--- config.mk ---
export PLATFORM = sky130hd
export DESIGN_NAME = idelayctrl_seq
export DESIGN_NICKNAME = d
export VERILOG_FILES = /design/src/rtl/idelayctrl_pkg.sv /design/src/rtl/IDELAYCTRL.sv /design/src/rtl/idelayctrl_seq_fsm.sv /design/src/rtl/idelayctrl_seq.sv
export SDC_FILE = /design/constraint.sdc
export NUM_CORES = 1
export LEC_CHECK = 0
export CELL_PAD_IN_SITES_DETAIL_PLACEMENT = 1
export CELL_PAD_IN_SITES_GLOBAL_PLACEMENT = 2
export CORE_MARGIN = 1
export CORE_UTILIZATION = 30
export DETAILED_ROUTE_END_ITERATION = 16
export GPL_TIMING_DRIVEN = 0
export PLACE_DENSITY = 0.64
export SYNTH_ARGS = -nofsm -noshare
export SYNTH_HDL_FRONTEND = slang
export SYNTH_SLANG_ARGS = --single-unit
--- constraint.sdc ---
create_clock -name clk -period 0.8 [get_ports clk]
set_input_delay 0.12 -clock clk [delete_from_list [all_inputs] [get_ports clk]]
set_output_delay 0.12 -clock clk [all_outputs]
set_load 0.05 [all_outputs]
--- src/rtl/idelayctrl_pkg.sv ---
// Shared types and helpers for the IDELAYCTRL reset sequencer.
// Latency: n/a (types, constants and a constant function only).
// Backpressure: n/a.
package idelayctrl_pkg;

    localparam int RETRY_W = 4;

    typedef enum logic [2:0] {
        ST_INIT   = 3'd0,
        ST_PULSE  = 3'd1,
        ST_WAIT   = 3'd2,
        ST_LOCKED = 3'd3,
        ST_FAIL   = 3'd4
    } state_t;

    // Round a duration up to whole clock periods, never below one cycle.
    function automatic int ns_to_cycles(input int ns, input int period);
        int c;
        c = (ns + period - 1) / period;
        if (c < 1) c = 1;
        return c;
    endfunction

endpackage

--- src/rtl/IDELAYCTRL.sv ---
// Behavioural stand-in for the vendor IDELAYCTRL primitive; the implementation flow binds the library cell.
// Latency: RDY rises 8 REFCLK cycles after RST falls; RST clears RDY asynchronously.
// Backpressure: none.
//  REFCLK in 1 : reference clock
//  RST    in 1 : active-high asynchronous reset of the delay calibration
//  RDY    out 1: calibration locked
module IDELAYCTRL (
    input  logic REFCLK,
    input  logic RST,
    output logic RDY
);
    logic [2:0] r_cnt;

    always_ff @(posedge REFCLK or posedge RST) begin
        if (RST) begin
            r_cnt <= 3'd0;
            RDY   <= 1'b0;
        end else if (!RDY) begin
            if (r_cnt == 3'd7) RDY   <= 1'b1;
            else               r_cnt <= r_cnt + 3'd1;
        end
    end

endmodule

--- src/rtl/idelayctrl_seq_fsm.sv ---
// Sequencer core: INIT wait, RST pulse, RDY wait with timeout, bounded retries, LOCKED/FAIL.
// Latency: all outputs registered; ready follows (LOCKED & all RDY) by one cycle.
// Backpressure: none; restart has priority over every state, async reset over restart.
//  clk, reset         : clock and asynchronous active-high reset
//  i_restart          : 1-cycle pulse, rerun from INIT
//  i_rdy_vec          : synchronised RDY of every instance
//  o_ready/o_fail     : lock status / retries exhausted (sticky)
//  o_retry_cnt        : attempts beyond the first, saturating at MAX_RETRY
//  o_idctl_rst        : RST to all IDELAYCTRL instances
// Optional: IDELAYCTRL_RELOCK_EN makes LOCKED re-pulse after a 2-cycle RDY loss.
module idelayctrl_seq_fsm
    import idelayctrl_pkg::*;
#(
    parameter int NUM_CTRL  = 1,
    parameter int N_INIT    = 20000,
    parameter int N_RST     = 12,
    parameter int N_TO      = 20000,
    parameter int MAX_RETRY = 3
) (
    input  logic                clk,
    input  logic                reset,
    input  logic                i_restart,
    input  logic [NUM_CTRL-1:0] i_rdy_vec,
    output logic                o_ready,
    output logic                o_fail,
    output logic [RETRY_W-1:0]  o_retry_cnt,
    output logic                o_idctl_rst
);
    localparam int N_MAX = (N_INIT > N_RST) ? ((N_INIT > N_TO) ? N_INIT : N_TO)
                                            : ((N_RST  > N_TO) ? N_RST  : N_TO);
    localparam int CNT_W = $clog2(N_MAX) + 1;

    // Counter is loaded with N-1 so that a state lasts exactly N cycles.
    localparam logic [CNT_W-1:0]   LD_INIT   = CNT_W'(N_INIT - 1);
    localparam logic [CNT_W-1:0]   LD_RST    = CNT_W'(N_RST - 1);
    localparam logic [CNT_W-1:0]   LD_TO     = CNT_W'(N_TO - 1);
    localparam logic [RETRY_W-1:0] RETRY_MAX = RETRY_W'(MAX_RETRY);

    state_t             r_state;
    logic [CNT_W-1:0]   r_cnt;
    logic [RETRY_W-1:0] r_retry;
    logic               r_rst;
    logic               r_fail;
    logic               r_ready;
    logic               w_all_rdy;
`ifdef IDELAYCTRL_RELOCK_EN
    logic               r_low;      // a RDY bit was low in the previous LOCKED cycle
`endif

    assign w_all_rdy = &i_rdy_vec;

    always_ff @(posedge clk or posedge reset) begin
        if (reset) begin
            r_state <= ST_INIT;
            r_cnt   <= LD_INIT;
            r_retry <= '0;
            r_rst   <= 1'b0;
            r_fail  <= 1'b0;
            r_ready <= 1'b0;
`ifdef IDELAYCTRL_RELOCK_EN
            r_low   <= 1'b0;
`endif
        end else if (i_restart) begin
            r_state <= ST_INIT;
            r_cnt   <= LD_INIT;
            r_retry <= '0;
            r_rst   <= 1'b0;
            r_fail  <= 1'b0;
            r_ready <= 1'b0;
`ifdef IDELAYCTRL_RELOCK_EN
            r_low   <= 1'b0;
`endif
        end else begin
            r_ready <= (r_state == ST_LOCKED) && w_all_rdy;
`ifdef IDELAYCTRL_RELOCK_EN
            r_low   <= 1'b0;
`endif
            case (r_state)
                ST_INIT: begin
                    if (r_cnt == '0) begin
                        r_state <= ST_PULSE;
                        r_cnt   <= LD_RST;
                        r_rst   <= 1'b1;
                    end else begin
                        r_cnt <= r_cnt - 1'b1;
                    end
                end
                ST_PULSE: begin
                    if (r_cnt == '0) begin
                        r_state <= ST_WAIT;
                        r_cnt   <= LD_TO;
                        r_rst   <= 1'b0;
                    end else begin
                        r_cnt <= r_cnt - 1'b1;
                    end
                end
                ST_WAIT: begin
                    // Lock is tested before expiry so a late RDY still wins.
                    if (w_all_rdy) begin
                        r_state <= ST_LOCKED;
                    end else if (r_cnt == '0) begin
                        if (r_retry < RETRY_MAX) begin
                            r_retry <= r_retry + 1'b1;
                            r_state <= ST_PULSE;
                            r_cnt   <= LD_RST;
                            r_rst   <= 1'b1;
                        end else begin
                            r_state <= ST_FAIL;
                            r_fail  <= 1'b1;
                        end
                    end else begin
                        r_cnt <= r_cnt - 1'b1;
                    end
                end
                ST_LOCKED: begin
`ifdef IDELAYCTRL_RELOCK_EN
                    // Two consecutive low samples filter a single-cycle glitch.
                    if (!w_all_rdy) begin
                        if (r_low) begin
                            r_retry <= '0;
                            r_state <= ST_PULSE;
                            r_cnt   <= LD_RST;
                            r_rst   <= 1'b1;
                        end else begin
                            r_low <= 1'b1;
                        end
                    end
`endif
                end
                ST_FAIL: begin
                    r_fail <= 1'b1;
                    r_rst  <= 1'b0;
                end
                default: begin
                    r_state <= ST_INIT;
                    r_cnt   <= LD_INIT;
                    r_rst   <= 1'b0;
                end
            endcase
        end
    end

    assign o_ready     = r_ready;
    assign o_fail      = r_fail;
    assign o_retry_cnt = r_retry;
    assign o_idctl_rst = r_rst;

endmodule

--- src/rtl/idelayctrl_seq.sv ---
// Reset sequencer for NUM_CTRL IDELAYCTRL instances sharing one REFCLK (clk).
// Latency: RDY reaches rdy_vec after 2 flops; ready one cycle after LOCKED with all RDY high.
// Backpressure: none; ready gates downstream I/O calibration.
//  clk       in  1        : REFCLK and logic clock
//  reset     in  1        : asynchronous, active-high
//  restart   in  1        : 1-cycle pulse, rerun sequence from INIT
//  ready     out 1        : all RDY high and LOCKED
//  rdy_vec   out NUM_CTRL : synchronised RDY per instance
//  fail      out 1        : retries exhausted, sticky until reset/restart
//  retry_cnt out 4        : attempts beyond the first
//  idctl_rst out 1        : RST driven to all instances
// Optional: IDELAYCTRL_RELOCK_EN re-runs the RST pulse after RDY loss while locked.
module idelayctrl_seq
    import idelayctrl_pkg::*;
#(
    parameter int CLK_PERIOD = 5,
    parameter int NUM_CTRL   = 1,
    parameter int INIT_NS    = 100000,
    parameter int RST_NS     = 60,
    parameter int TIMEOUT_NS = 100000,
    parameter int MAX_RETRY  = 3
) (
    input  logic                clk,
    input  logic                reset,
    input  logic                restart,
    output logic                ready,
    output logic [NUM_CTRL-1:0] rdy_vec,
    output logic                fail,
    output logic [RETRY_W-1:0]  retry_cnt,
    output logic                idctl_rst
);
    localparam int N_INIT = ns_to_cycles(INIT_NS, CLK_PERIOD);
    localparam int N_RST  = ns_to_cycles(RST_NS, CLK_PERIOD);
    localparam int N_TO   = ns_to_cycles(TIMEOUT_NS, CLK_PERIOD);

    logic [NUM_CTRL-1:0] w_rdy_prim;
    logic [NUM_CTRL-1:0] w_rdy_raw;
    logic [NUM_CTRL-1:0] r_rdy_s1;
    logic [NUM_CTRL-1:0] r_rdy_s2;
    logic                w_idctl_rst;

    for (genvar g = 0; g < NUM_CTRL; g++) begin : g_ctrl
        IDELAYCTRL u_idc (
            .REFCLK (clk),
            .RST    (w_idctl_rst),
            .RDY    (w_rdy_prim[g])
        );
    end

    assign w_rdy_raw = w_rdy_prim;

    // RDY is asynchronous to clk once RST is applied; two flops before use.
    always_ff @(posedge clk or posedge reset) begin
        if (reset) begin
            r_rdy_s1 <= '0;
            r_rdy_s2 <= '0;
        end else begin
            r_rdy_s1 <= w_rdy_raw;
            r_rdy_s2 <= r_rdy_s1;
        end
    end

    idelayctrl_seq_fsm #(
        .NUM_CTRL  (NUM_CTRL),
        .N_INIT    (N_INIT),
        .N_RST     (N_RST),
        .N_TO      (N_TO),
        .MAX_RETRY (MAX_RETRY)
    ) u_fsm (
        .clk         (clk),
        .reset       (reset),
        .i_restart   (restart),
        .i_rdy_vec   (r_rdy_s2),
        .o_ready     (ready),
        .o_fail      (fail),
        .o_retry_cnt (retry_cnt),
        .o_idctl_rst (w_idctl_rst)
    );

    assign rdy_vec   = r_rdy_s2;
    assign idctl_rst = w_idctl_rst;

endmodule
Word level (Yosys, flattened, before mapping) --
Index checks and enable logic that the tools add are counted.
Operators by class: reduce and logical (&&, ||, !) cells 14, $add $sub $neg 3, bitwise gates (word level) 2, multiplexer cells 34, $lt $le $gt $ge 1, equal/unequal tests 16
Operators by type and width (count):
- $mux W16 | 6
- $pmux W16 S4 | 1
- $mux W4 | 5
- $mux W3 | 6
- $logic_not A16 Y1 | 1
- $sub A16 B1 Y16 const B | 1
- $mux W1 | 13
- $ne A3 B2 Y1 const B | 4
- $pmux W3 S4 | 1
- $reduce_and A4 Y1 | 3
- $eq A3 B2 Y1 const B | 2
- $eq A3 B3 Y1 const B | 2
- $ne A3 B3 Y1 const B | 2
- $reduce_and A6 Y1 | 1
- $reduce_bool A2 Y1 | 3
- $add A4 B1 Y4 const B | 1
- $lt A4 B2 Y1 const B | 1
- $ne A2 B2 Y1 const B | 2
- $ne A4 B3 Y1 const B | 1
- $ne A4 B4 Y1 const B | 1
- $pmux W1 S4 | 1
- $add A3 B1 Y3 const B | 1
- $eq A3 B1 Y1 const B | 1
- $logic_not A3 Y1 | 1
- 8 further kinds | 9
Storage, ports and cells: word-level logic and storage cells 80, register bits 32, bits of input ports 3

Longest topological paths before layout --
depth after elaboration 6, mapped depth 8, depth with buffers taken out 7

By module --
A second synthesis with hierarchy kept.
Unflattened totals: cell total of the unflattened synthesis 185, area total of the unflattened synthesis 1749.2 um2
By module, submodules not included:
- idelayctrl_seq_fsm | cells each 170, area an instance 1512.7 um2, instances 1
- IDELAYCTRL | cells each 12, area an instance 182.7 um2, instances 1
- idelayctrl_seq | cells each 3, area an instance 53.8 um2, instances 1

Least setup slack after synthesis --
OpenSTA, ideal clock, no wires.
kind flip-flop to flip-flop, start point reg u_fsm.r_cnt[0], end point reg u_fsm.r_retry[1], in the netlist u_fsm.o_retry_cnt[1], library setup time 0.136 ns, required time 0.664 ns, cell stages (with the launch flop) 9, data arrival time 2.274 ns, buffers on the path 1, clock period less this slack 2.410 ns, path slack -1.610 ns, path through dfstp_2 > inv_1 > ha_1 > or4b_4 > or4_4 > buf_6 > nor4_4 > mux2i_1 > nor2_1
On the way: longest elaborated chain between the ends 3
RTL lines:
- start: declaration | RTL line idelayctrl_seq_fsm.sv:40 | logic [CNT_W-1:0] r_cnt;
- start signal: assignment | RTL line idelayctrl_seq_fsm.sv:85 | r_cnt <= r_cnt - 1'b1;
- start signal: assignment | RTL line idelayctrl_seq_fsm.sv:94 | r_cnt <= r_cnt - 1'b1;
- start signal: assignment | RTL line idelayctrl_seq_fsm.sv:112 | r_cnt <= r_cnt - 1'b1;
- $logic_not A16 Y1 | RTL line idelayctrl_seq_fsm.sv:101 | end else if (r_cnt == '0) begin
- $reduce_bool A2 Y1 (no source line)
- $reduce_and A4 Y1 (no source line)
- end signal: assignment | RTL line idelayctrl_seq_fsm.sv:103 | r_retry <= r_retry + 1'b1;
- end: declaration | RTL line idelayctrl_seq_fsm.sv:41 | logic [RETRY_W-1:0] r_retry;
No other way between the ends. A chain may end at the register's enable or synchronous reset.

Worst setup path after layout --
start point reg u_fsm.r_cnt[12], end point reg u_fsm.r_cnt[15]
On the way: longest elaborated chain between the ends 5
RTL lines:
- $sub A16 B1 Y16 or $logic_not A16 Y1 (tied branches)
- $mux W16 | RTL line idelayctrl_seq_fsm.sv:101
- $mux W16 | RTL line idelayctrl_seq_fsm.sv:99 | if (w_all_rdy) begin
- $pmux W16 S4 | RTL line idelayctrl_seq_fsm.sv:78 | case (r_state)
- $mux W16 | RTL line idelayctrl_seq_fsm.sv:63 | end else if (i_restart) begin
Parallel ways exist; a longest one is shown, timed or not. The select of a mux whose other input is x is not followed.

==> out/summary.log <==
INFO  logic_synthesis synth.distinct_cells=46
INFO  logic_synthesis synthDominantCellAreaShare=33.17%
INFO  clock_network  clkLatencyLatePin=290ps
INFO  setup_path     path_class=reg -> reg
INFO  sta            layout_min_cycle_time=2340ps
INFO  setup_path     cell_breakdown_of_the_critical_path=or4_4, or4_4, buf_12, nand2b_4, buf_12, nor3_4, a21o_1
INFO  detailed_routing detail_route.wirelength=5222microns
INFO  floorplan      floorplan.rows=27
INFO  placement      numPortBuffers=10
INFO  setup_path     r2r_start=u_fsm.r_cnt[12]
INFO  setup_path     kind_of_start_point_of_the_critical_path=flip-flop
INFO  detailed_routing viasPerCell=5.239
INFO  sta            maxClockFrequency=427.4MHz
INFO  cells_and_area area.growth.synth_to_final=46.58%
INFO  cells_and_area antenna_cells=0
INFO  logic_synthesis netlist_instances=175
INFO  setup_path     r2r_cells=7
INFO  setup_path     critical_path.slowest_cell=sky130_fd_sc_hd__or4_4
INFO  floorplan      die_h=78.06microns
INFO  power          max_ir_drop_vdd=977.6uV
INFO  logic_synthesis syn_area_per_cell=9.917squm
INFO  power          sequentialPowerShare=47.9%
INFO  placement      hpwlAfterDp=3331microns
INFO  run_status     failing_checks=setup timing
INFO  setup_path     slowest_delay=650ps
INFO  power          power.density=1494nW/um^2
INFO  global_route   antenna_found_initial=0
INFO  clock_network  cts_sinks=32
INFO  min_path       min-delay-path-class=reg -> async
INFO  cells_and_area fillcell_total=606
INFO  power          p_int=2.766mW
INFO  cells_and_area design.final.nets=227
INFO  floorplan      floorplan.initialDensity=31.32%
INFO  setup_path     worst-endpoint-required=990ps
INFO  detailed_routing drtIter0Drc=43
INFO  clock_network  cts-buffers-inserted=5
INFO  detailed_routing drc_errors=0
INFO  setup_path     cp_data_arrival_time=2530ps
INFO  logic_synthesis ys.warnings.count=0
INFO  logic_synthesis synth_enable_flop_cells=0
INFO  clock_network  htree_levels=2
INFO  logic_synthesis synth_top_area_cell=sky130_fd_sc_hd__dfrtp_1
INFO  placement      place_congestion=0.7916
INFO  logic_synthesis synth.ff_latch_count=32
INFO  floorplan      floorplan.core_area=5540squm
INFO  sta            worstMarginPinSlew=636.2ps
INFO  sta            setup_viol_count_final=36
INFO  sta            timing_hold_violations_final=0
INFO  detailed_routing dr_total_vias=1535
INFO  logic_synthesis ys_dominant_reg_cell=sky130_fd_sc_hd__dfrtp_1
INFO  cells_and_area final_util=45.91%
INFO  clock_network  cts_buffer_depth=2
INFO  global_route   grt_start_max_net_pins=29
INFO  setup_path     worst_r2r_end=u_fsm.r_cnt[15]
INFO  sta            grt_setup_unrepaired=true
INFO  run            number_of_maximum_capacitance_constraint_violations=0
INFO  sta            final-max-slew-violation-count=0
INFO  logic_synthesis post_synth_main_area_contributors=sky130_fd_sc_hd__dfrtp_1 33%, sky130_fd_sc_hd__dfstp_2 14%, sky130_fd_sc_hd__nor2_1 4.1%
INFO  detailed_routing drtAntennaViolNets=0
INFO  sta            maxSlewHeadroom=57.50%
INFO  power          switching_share_of_power=27.20%
INFO  sta            finalClockSkew=8.654ps
INFO  power          power.share.combinational=16.3%
INFO  floorplan      floorplan.die.width=78.06microns
INFO  floorplan      die_area=6093squm
INFO  run_status     run_status=finished, violations left
INFO  setup_path     critical_path.endpoint_type=flip-flop
INFO  sta            fin_ws=-1540ps
INFO  global_route   wire_length_of_the_first_global_routing_pass=8556microns
INFO  logic_synthesis synth-seq-area-share=46.79%
INFO  clock_network  tritoncts_clock_tree=done
INFO  setup_path     ff2ff_setup_slack=-1540ps
INFO  cells_and_area layout-drive-gt1-share=50.68%
INFO  clock_network  cts_root_buffer=sky130_fd_sc_hd__clkbuf_8
INFO  clock_network  clkSlewWorstSetupHoldPaths=80ps
INFO  logic_synthesis synth_area=1735squm
INFO  detailed_routing number_of_iterations_in_the_first_detailed_routing_pass=4
INFO  global_route   vias_in_the_first_global_route=1649
INFO  placement      place_ws=-1802ps
INFO  global_route   gr-total-overflow=0
INFO  power          total_switching_power=1.034mW
INFO  power          power.leakage=0.9923nW
INFO  power          clock_power_share=35.8%
INFO  floorplan      io_pins=11
INFO  setup_path     crit_path_max_fanout=7
INFO  logic_synthesis share_of_synthesized_flip_flops_with_an_asynchronous_set_or_reset=100.0%
INFO  sta            min_period_over_period=292.5%
INFO  logic_synthesis syn_nets=182
INFO  global_route   track_usage=18.64%
INFO  detailed_routing wl_per_cell=17.82microns
[worst max-delay path by stage]
stage | to | depth (start not counted) | from | slack [ps]
after global placement | u_fsm.r_cnt[4] | 8 | u_fsm.r_cnt[1] | -1720
after floorplan | u_fsm.r_cnt[4] | 8 | u_fsm.r_cnt[1] | -1500
after detailed placement | u_fsm.r_cnt[4] | 8 | u_fsm.r_cnt[1] | -1800
after global routing | u_fsm.r_cnt[15] | 9 | u_fsm.r_cnt[0] | -1600
after CTS | u_fsm.r_cnt[4] | 8 | u_fsm.r_cnt[1] | -1590
final | u_fsm.r_cnt[15] | 7 | u_fsm.r_cnt[12] | -1540
[stage by stage]
stage	instances	hold slack [ps]	area (sq um)	total power, mW	setup TNS (ps)
floorplan	175	178.5	1829	2.128	-33040
finish	293	239.0	2544	3.800	-37550
global route	293	263.4	2544	3.984	-39880
CTS	290	233.1	2475	3.827	-38440
detailed placement	257	209.4	2019	2.279	-63000
global placement	257	189.1	2019	2.209	-60580
[cells by family after synthesis]
kind of cell	synth area share, %
flip-flops	46.79
XOR/XNOR	1.514
AO/OA/AOI/OAI	19.32
multiplexers	2.451
buffers and inverters	3.460
AND/OR/NAND/NOR	23.58
adder cells (fa/ha/maj)	2.884
[power by group through the flow]
stage / sequential, mW / combinational (mW) / clock, mW
floorplan: 1.84 / 0.286 / 0
global placement: 1.86 / 0.351 / 0
detailed placement: 1.86 / 0.417 / 0
CTS: 1.82 / 0.597 / 1.41
global route: 1.84 / 0.694 / 1.45
finish: 1.82 / 0.619 / 1.36
[repair_timing]
item / CTS / global route
hold buffers: 0 / 0
pin swaps: 17 / 10
resized for setup: 89 / 16
endpoints found under the setup margin: 66 / 38
buffers inserted: 24 / 5
gates cloned: 1 / 0
[layout make-up]
cell class | count | area, sq um | area share (%)
multi-input combinational | 130 | 1104 | 43.38
sequential | 32 | 817.0 | 32.12
timing repair buffer | 39 | 371.6 | 14.61
tap | 72 | 90.09 | 3.542
clock buffer | 6 | 82.58 | 3.246
inverter | 9 | 37.54 | 1.476
buffer | 3 | 26.28 | 1.033
clock inverter | 2 | 15.01 | 0.5903
[metal layers]
layer / global-route usage [%] / wire length [microns]
met3: 3.256 / 104
met2: 33.68 / 2791
met4: 6.667 / 69
met5: 0 / 0
met1: 22.02 / 2257
[layout by cell type, fill, tap and decap left out, types with 3 or more instances in the layout]
cell                         count
sky130_fd_sc_hd__buf_4          23
sky130_fd_sc_hd__dfrtp_1        19
sky130_fd_sc_hd__nor2_1         16
sky130_fd_sc_hd__buf_6          13
sky130_fd_sc_hd__nand2_1        12
sky130_fd_sc_hd__dfstp_2         9
sky130_fd_sc_hd__o21ai_2         6
sky130_fd_sc_hd__o21ai_1         6
sky130_fd_sc_hd__nor3_1          6
sky130_fd_sc_hd__clkbuf_8        6
sky130_fd_sc_hd__inv_1           5
sky130_fd_sc_hd__or2_2           4
sky130_fd_sc_hd__nor2_4          4
sky130_fd_sc_hd__a21oi_1         4
sky130_fd_sc_hd__a21oi_2         4
sky130_fd_sc_hd__nand3_1         4
sky130_fd_sc_hd__dfrtp_2         4
sky130_fd_sc_hd__a21o_1          3
sky130_fd_sc_hd__or4_4           3
sky130_fd_sc_hd__or3_1           3
sky130_fd_sc_hd__nor2b_1         3
sky130_fd_sc_hd__inv_2           3
sky130_fd_sc_hd__clkinvlp_4      3
[state kept, by name, indices dropped and copies added (netlist names)]
signal	count
r_rdy_s1	1
u_fsm.r_state	3
g_ctrl.u_idc.r_cnt	3
rdy_vec	1
u_fsm.r_cnt	16
g_ctrl.u_idc.RDY	1
u_fsm.o_fail	1
u_fsm.o_ready	1
u_fsm.o_retry_cnt	4
u_fsm.o_idctl_rst	1
[worst max-delay path: cells and delay by family, from the launching register on]
family	cells	cell delay (ps)
buffers and inverters	2	290
DFF	1	430
AOI/OAI and AO/OA	1	150
and+or+nand+nor	4	1370
[synthesized netlist by cell type (3+ instances only)]
cell                        count
sky130_fd_sc_hd__clkbuf_1       3
sky130_fd_sc_hd__ha_1           4
sky130_fd_sc_hd__nand2_1       12
sky130_fd_sc_hd__nand3_1        5
sky130_fd_sc_hd__a21oi_1        8
sky130_fd_sc_hd__a21o_1         3
sky130_fd_sc_hd__nor3_1         8
sky130_fd_sc_hd__or4_4          3
sky130_fd_sc_hd__or3_1          3
sky130_fd_sc_hd__dfstp_2        9
sky130_fd_sc_hd__nor2_1        19
sky130_fd_sc_hd__o21ai_1        5
sky130_fd_sc_hd__inv_1          9
sky130_fd_sc_hd__dfrtp_1       23
sky130_fd_sc_hd__o21ai_0        9
sky130_fd_sc_hd__a211oi_1       3
sky130_fd_sc_hd__nand2b_1       3
sky130_fd_sc_hd__or2_2          5
sky130_fd_sc_hd__o2bb2ai_1      3
sky130_fd_sc_hd__nor2b_1        3
Power figures use the tool's default switching activity.
